**config.mk**
```make
export PLATFORM = sky130hd
export DESIGN_NAME = bg0_text_render
export DESIGN_NICKNAME = d
export VERILOG_FILES = /design/src/rtl/bg0_text_render.sv
export SDC_FILE = /design/constraint.sdc
export NUM_CORES = 1
export LEC_CHECK = 0
export ABC_AREA = 0
export CAP_MARGIN = 20
export CORE_ASPECT_RATIO = 1.25
export CORE_MARGIN = 1.5
export CORE_UTILIZATION = 30
export CTS_BUF_LIST = sky130_fd_sc_hd__clkbuf_16
export CTS_CLUSTER_SIZE = 16
export DETAILED_ROUTE_END_ITERATION = 10
export SYNTH_ARGS = -nofsm -noshare
export SYNTH_HDL_FRONTEND = slang
export SYNTH_SLANG_ARGS = --single-unit
```
**constraint.sdc**
```tcl
create_clock -name clk -period 1.7 [get_ports clk]
set_input_delay 0.17 -clock clk [delete_from_list [all_inputs] [get_ports clk]]
set_output_delay 0.17 -clock clk [all_outputs]
set_load 0.03 [all_outputs]
```
**src/rtl/bg0_text_render.sv**
```systemverilog
`default_nettype none
// ============================================================================
// Module   : bg0_text_render
// Purpose  : Text-mode pixel generator for background layer 0. Turns the
//            raster position from video timing into a text-buffer read, then
//            a glyph BRAM read, and selects a fg/bg palette index from the
//            font bit. Overlays a blinking underline cursor and delays
//            DE/HS/VS so they stay aligned with the pixel.
// Revision : 1.0 - initial release
// ----------------------------------------------------------------------------
// Ports
//   clk, rst_n                  pixel clock, asynchronous active-low reset
//   x_in, y_in                  active-area pixel column / line
//   de_in, hs_in, vs_in         input data enable and syncs (active-high)
//   text_addr  -> text RAM      cell address (RAM registers it)
//   text_data  <- text RAM      {bg[15:12], fg[11:8], char[7:0]}, 1 clk later
//   font_addr  -> bg0_map addrb {char, row[2:0], col[2:0]}
//   font_bit   <- bg0_map doutb glyph pixel, 1 clk after font_addr
//   cursor_en, cursor_col/row   underline cursor control
//   pix_out                     4-bit palette index
//   de_out, hs_out, vs_out      inputs delayed to match pix_out
// ============================================================================
module bg0_text_render #(
  parameter int COLS = 80,
  parameter int ROWS = 60,
  parameter int TA_W = 13
) (
  input  logic            clk,
  input  logic            rst_n,
  input  logic [9:0]      x_in,
  input  logic [9:0]      y_in,
  input  logic            de_in,
  input  logic            hs_in,
  input  logic            vs_in,
  output logic [TA_W-1:0] text_addr,
  input  logic [15:0]     text_data,
  output logic [13:0]     font_addr,
  input  logic            font_bit,
  input  logic            cursor_en,
  input  logic [6:0]      cursor_col,
  input  logic [5:0]      cursor_row,
  output logic [3:0]      pix_out,
  output logic            de_out,
  output logic            hs_out,
  output logic            vs_out
);

  // Elaboration-time guard: the whole text buffer must be addressable.
  if (COLS * ROWS > (1 << TA_W)) begin : g_size_chk
    $error("bg0_text_render: COLS*ROWS exceeds 2**TA_W");
  end

  // Stage 1 registers
  logic [9:0]      r_x_s1;
  logic [9:0]      r_y_s1;
  logic            r_de_s1;
  logic            r_hs_s1;
  logic            r_vs_s1;

  // Running start address of the current text row
  logic [TA_W-1:0] r_line_base;
  logic [4:0]      r_frame_cnt;

  // Stage 2 registers
  logic [3:0]      r_fg_s2;
  logic [3:0]      r_bg_s2;
  logic            r_cur_s2;
  logic            r_de_s2;
  logic            r_hs_s2;
  logic            r_vs_s2;

  // Stage 3 (output) registers
  logic [3:0]      r_pix;
  logic            r_de_o;
  logic            r_hs_o;
  logic            r_vs_o;

  logic            w_blink;
  logic            w_cur_hit;
  logic            w_de_fall;
  logic            w_vs_rise;
  logic            w_pixel;

  // Both RAMs register their address themselves, so the addresses are
  // presented combinationally; the RAM output register forms the stage.
  assign text_addr = r_line_base + TA_W'(x_in[9:3]);
  assign font_addr = {text_data[7:0], r_y_s1[2:0], r_x_s1[2:0]};

  assign w_blink   = r_frame_cnt[4];
  assign w_de_fall = r_de_s1 & ~de_in;
  assign w_vs_rise = ~r_vs_s1 & vs_in;

  // Underline occupies the bottom two glyph lines of the cursor cell.
  assign w_cur_hit = cursor_en & w_blink
                   & (r_x_s1[9:3] == cursor_col)
                   & (r_y_s1[9:3] == {1'b0, cursor_row})
                   & (r_y_s1[2:0] >= 3'd6);

  assign w_pixel   = font_bit ^ r_cur_s2;

  // Stage 1: capture raster position and sync
  always_ff @(posedge clk or negedge rst_n) begin
    if (!rst_n) begin
      r_x_s1  <= '0;
      r_y_s1  <= '0;
      r_de_s1 <= 1'b0;
      r_hs_s1 <= 1'b0;
      r_vs_s1 <= 1'b0;
    end else begin
      r_x_s1  <= x_in;
      r_y_s1  <= y_in;
      r_de_s1 <= de_in;
      r_hs_s1 <= hs_in;
      r_vs_s1 <= vs_in;
    end
  end

  // Row base: advance one text row after the last glyph line of a row;
  // vsync clears it and wins over a coincident advance.
  always_ff @(posedge clk or negedge rst_n) begin
    if (!rst_n) begin
      r_line_base <= '0;
    end else if (vs_in) begin
      r_line_base <= '0;
    end else if (w_de_fall && (r_y_s1[2:0] == 3'd7)) begin
      r_line_base <= r_line_base + TA_W'(COLS);
    end
  end

  // Frame counter for the cursor blink; wraps naturally at 5 bits.
  always_ff @(posedge clk or negedge rst_n) begin
    if (!rst_n) begin
      r_frame_cnt <= '0;
    end else if (w_vs_rise) begin
      r_frame_cnt <= r_frame_cnt + 5'd1;
    end
  end

  // Stage 2: attribute and cursor flag, aligned with font_bit next cycle
  always_ff @(posedge clk or negedge rst_n) begin
    if (!rst_n) begin
      r_fg_s2  <= '0;
      r_bg_s2  <= '0;
      r_cur_s2 <= 1'b0;
      r_de_s2  <= 1'b0;
      r_hs_s2  <= 1'b0;
      r_vs_s2  <= 1'b0;
    end else begin
      r_fg_s2  <= text_data[11:8];
      r_bg_s2  <= text_data[15:12];
      r_cur_s2 <= w_cur_hit;
      r_de_s2  <= r_de_s1;
      r_hs_s2  <= r_hs_s1;
      r_vs_s2  <= r_vs_s1;
    end
  end

  // Stage 3: colour select; blanking forces index 0
  always_ff @(posedge clk or negedge rst_n) begin
    if (!rst_n) begin
      r_pix  <= '0;
      r_de_o <= 1'b0;
      r_hs_o <= 1'b0;
      r_vs_o <= 1'b0;
    end else begin
      r_pix  <= r_de_s2 ? (w_pixel ? r_fg_s2 : r_bg_s2) : 4'd0;
      r_de_o <= r_de_s2;
      r_hs_o <= r_hs_s2;
      r_vs_o <= r_vs_s2;
    end
  end

  assign pix_out = r_pix;
  assign de_out  = r_de_o;
  assign hs_out  = r_hs_o;
  assign vs_out  = r_vs_o;

endmodule
`default_nettype wire

```
# Word level (Yosys, flattened, before mapping)

Cells that the tools add are included.

Register bits: 60
Input port bits: 56

Magnitude comparators: 1
Reduce and logical (&&, ||, !) cells: 2
Bitwise operators: 9
Add/subtract/negate cells: 3
Multiplexer cells: 4
Eq/ne operators: 3

Operators by type and width:

| operator                | count |
|---|---|
| $mux W13                | 2 |
| $add A13 B7 Y13         | 1 |
| $add A13 B7 Y13 const B | 1 |
| $mux W4                 | 2 |
| $eq A7 B6 Y1            | 1 |
| $eq A7 B7 Y1            | 1 |
| $and A1 B1 Y1           | 6 |
| $add A5 B1 Y5 const B   | 1 |
| $eq A3 B3 Y1 const B    | 1 |
| $ge A3 B3 Y1 const B    | 1 |
| $not A1 Y1              | 2 |
| $reduce_bool A2 Y1      | 1 |
| $logic_and A1 B1 Y1     | 1 |
| $xor A1 B1 Y1           | 1 |

# Logic depth before layout (Yosys ltp)

Word-level depth: 5
Gate-level depth with buffers: 4
Gate-level depth less buffers: 4

# Least setup slack after synthesis

Ideal clock, no wire load.

Path type: register -> output
Start point: register r_line_base[5]
End point: output text_addr[8]
Data arrival time: 1783 ps
Buffers on the path: 0
Stages on the path, launching flop included: 5
Path slack: -253 ps
Path through: dfrtp_1 -> ha_1 -> a211oi_1 -> nor2_1 -> xor2_1

Cells in the longest elaborated chain, start to end: 1

RTL lines:

| item                   | line | text |
|---|---|---|
| from (decl)            | 61   | `logic [TA_W-1:0] r_line_base;` |
| from (signal assigned) | 126  | `r_line_base <= r_line_base + TA_W'(COLS);` |
| $add A13 B7 Y13        | 86   | `assign text_addr = r_line_base + TA_W'(x_in[9:3]);` |
| to (decl)              | 35   | `output logic [TA_W-1:0] text_addr,` |

Every way passes these cells.

# Final worst setup path

Ends and elaborated chain as after synthesis.

==> run metrics <==
combinational family with the most area after synthesis simple AND/OR/NAND/NOR gates; CTS root buf sky130_fd_sc_hd__clkbuf_16; Yosys reg bits 56; area growth from synthesis to final layout 50.9%; clock sink total 56; post-synthesis simple-gate area fraction 11.3%; cell area after synthesis 2280 um^2; arithmetic-cell share of the synthesized area counting full adders, half adders and majority gates 2.74%; global route overflow 0; WP depth 6; Worst Max-Slew Pin Slew about 0.56 ns; setup total negative slack -1.32 ns; Design Power 3.00 mW; die outline width 81.1 um; Layout Nets 313; clock insertion delay at the later pin of the skew report about 0.29 ns; number of buffers created by CTS 5; Avg WL per Cell roughly 13 um; number of cells produced by synthesis 176; Top-Level Pins 90; most frequent cells in the layout sky130_fd_sc_hd__clkdlybuf4s50_1 (63), sky130_fd_sc_hd__dfrtp_1 (56), sky130_fd_sc_hd__buf_4 (16), sky130_fd_sc_hd__xnor2_1 (15), sky130_fd_sc_hd__buf_6 (8); critical path, cell by cell ha_4 -> a211oi_4 -> buf_6 -> nor2_2 -> xor2_2 -> buf_6; number of antenna violations at the first check in global routing 0; total global-route track usage a little under an eighth; Critical-path top delay cell sky130_fd_sc_hd__dfrtp_1; buffers and inverters on the worst path 2; total leakage power 1.46 nW; area of the die 8150 um^2; Starting DRT DRC Count 37; ANT nets after route 0; final hold violations 0; number of I/O port buffers 73; sequential share of the synthesized area between 60 and 70%; pre-CTS setup slack -0.289 ns; Clock Tree Buf Depth 2; core outline area ~7400 um^2; initial core utilization between 30% and 40%; total power divided by cell area ~870 nW/um^2; path class of the lowest-slack min-delay path in -> reg; peak ir drop on the vdd network between 0.4 and 0.5 mV; data arrival time of the worst path 1.73 ns; Worst Hold Depth 1; final weighted congestion of routability-driven global placement 0.731; routed via count between 1500 and 2000; fraction of layout cells with a size suffix above 1 a little under a quarter; endpoints failing setup 8; clock period minus final worst setup slack approximately 1.9 ns; fill count approximately 670; via-per-instance ratio 4.56; final setup margin -0.204 ns; Period Utilization, post-route 112%; kind of end point of the critical path output pin; average footprint of a synthesized cell 13.0 um^2; die height between 100 and 150 um; detailed placer's ending HPWL about 3.5 mm; RSZ-0062 raised after global routing true; core occupancy in the finished layout a little under half; number of distinct library cells after synthesis 30; Async S/R FF share, synth 100%; cell repeated most along the worst path sky130_fd_sc_hd__buf_6; XOR/XNOR Fraction of Synth Area a little under a tenth; total iterations of the first detailed-routing run 4; run status finished, violations left; post-synthesis net count about 240; multiplexer area fraction after synthesis under 10%; total number of yosys warnings 0; total length of routed wires between 4 and 5 mm; number of cells on the worst reg-to-reg path 5; worst-path fanout max 5; number of antenna diodes 0; Rel. slew slack 62.4%; pin count of the biggest net entering global routing 37; Fmax achieved roughly 530 MHz; max-slew violations 0; global-route wire length before repair 7.42 mm; critical path's largest stage delay approximately 0.41 ns; compound-cell area share of the yosys netlist 5.26%; clock skew after layout about 0.0027 ns; Primary FF master, synth sky130_fd_sc_hd__dfrtp_1; number of H-tree levels 2; number of maximum-capacitance constraint violations 0; post-route cell area 3450 um^2; Cell Area, Placed between 3000 and 4000 um^2; # rows 35; vias in the first global route roughly 1500; clock tree from TritonCTS done; leading cell type in the layout, fill and taps excluded sky130_fd_sc_hd__clkdlybuf4s50_1; critical path type reg -> out; Startpoint Class flip-flop; drt drc 0; number of enable flip-flop cells after synthesis 0; Top delay family on crit path flip-flops; violations in the final reports setup timing; clock-pin slew on the worst setup and hold paths 0.07 ns; required time at the endpoint of the critical path ~1.5 ns
==> cell usage after synthesis, types with 3 or more instances <==
library cell | count | area, um^2
sky130_fd_sc_hd__a21oi_1 | 8 | 40.0
sky130_fd_sc_hd__buf_4 | 17 | 128
sky130_fd_sc_hd__clkbuf_1 | 4 | 15.0
sky130_fd_sc_hd__dfrtp_1 | 56 | 1400
sky130_fd_sc_hd__ha_1 | 5 | 62.6
sky130_fd_sc_hd__mux2_2 | 3 | 33.8
sky130_fd_sc_hd__mux2i_1 | 4 | 40.0
sky130_fd_sc_hd__nand2_1 | 3 | 11.3
sky130_fd_sc_hd__nand4_1 | 6 | 37.5
sky130_fd_sc_hd__nor2_1 | 4 | 15.0
sky130_fd_sc_hd__nor2b_1 | 7 | 43.8
sky130_fd_sc_hd__nor3_1 | 3 | 15.0
sky130_fd_sc_hd__o21ai_0 | 4 | 20.0
sky130_fd_sc_hd__o31ai_1 | 4 | 30.0
sky130_fd_sc_hd__or3_1 | 3 | 18.8
sky130_fd_sc_hd__or4_1 | 5 | 37.5
sky130_fd_sc_hd__xnor2_1 | 15 | 131
sky130_fd_sc_hd__xor2_1 | 10 | 87.6
==> worst register-to-register path: cells and delay by family (launching register included) <==
kind | cells | cell delay (ns)
AOI/OAI and AO/OA | 2 | 0.31
buffers and inverters | 1 | 0.15
DFF | 1 | 0.39
and+or+nand+nor | 1 | 0.56
adders and majority gates | 1 | 0.14
==> flip-flops by register name, indices dropped and copies added (netlist names), 4 cells and up <==
register     cells
pix_out          4
r_fg_s2          4
r_frame_cnt      5
r_bg_s2          4
r_line_base      9
r_x_s1          10
r_y_s1          10
==> cell type report <==
class	instances	area, um^2	area share (%)
clock buffer	5	125	3.63
clock inverter	3	27.5	0.799
inverter	2	7.51	0.218
multi-input combinational	97	895	26.0
sequential	56	1400	40.7
tap	92	115	3.34
timing repair buffer	90	876	25.4
==> through the flow <==
stage / hold WS, ns / instances
after floorplan: -0.126 / 176
after global placement: 0.169 / 332
after detailed placement: 0.169 / 332
after CTS: 0.304 / 345
after global routing: 0.298 / 345
final: 0.316 / 345
==> per-layer routing <==
| layer | share of wire [%] | track usage (%) | up-vias |
|---|---|---|---|
| met3 | 4.4 | 2.62 | 4 |
| met2 | 54 | 21.0 | 44 |
| met4 | 1.1 | 4.77 | 0 |
| li1 | - | - | 738 |
| met5 | 0 | 0 | - |
| met1 | 40 | 13.9 | 788 |
==> timing repair <==
action,in CTS,in global routing
endpoints found under the setup margin,7,11
hold endpoints to repair,20,0
pin swaps,8,8
buffers inserted,4,1
resized for setup,17,9
hold buffers,1,0
==> kinds of logic after synthesis <==
family / after synthesis
AND/OR/NAND/NOR: 40
flip-flops: 56
XOR/XNOR: 25
multiplexers: 7
adder cells (fa/ha/maj): 5
AO/OA/AOI/OAI: 20
buffers and inverters: 23
==> where the power goes <==
part           switching, mW  internal [mW]  total (mW)
Sequential            0.0715           1.44        1.52
Clock                  0.479          0.559        1.04
Combinational          0.186          0.256       0.442
==> path summary, 6_finish.rpt <==
check / slack, ns / to / from
worst max-delay path: -0.20 / text_addr[8] / r_line_base[5]
worst min-delay path: 0.32 / r_fg_s2[3] / text_data[11]
worst max register to register: 0.08 / r_line_base[10] / r_line_base[5]
worst min register to register: 0.35 / r_hs_s2 / r_hs_s1
max in group asynchronous: 0.77 / r_y_s1[5] / rst_n
min in group asynchronous: 0.38 / r_x_s1[7] / rst_n
Note: power is estimated with default switching activity, not from simulation.
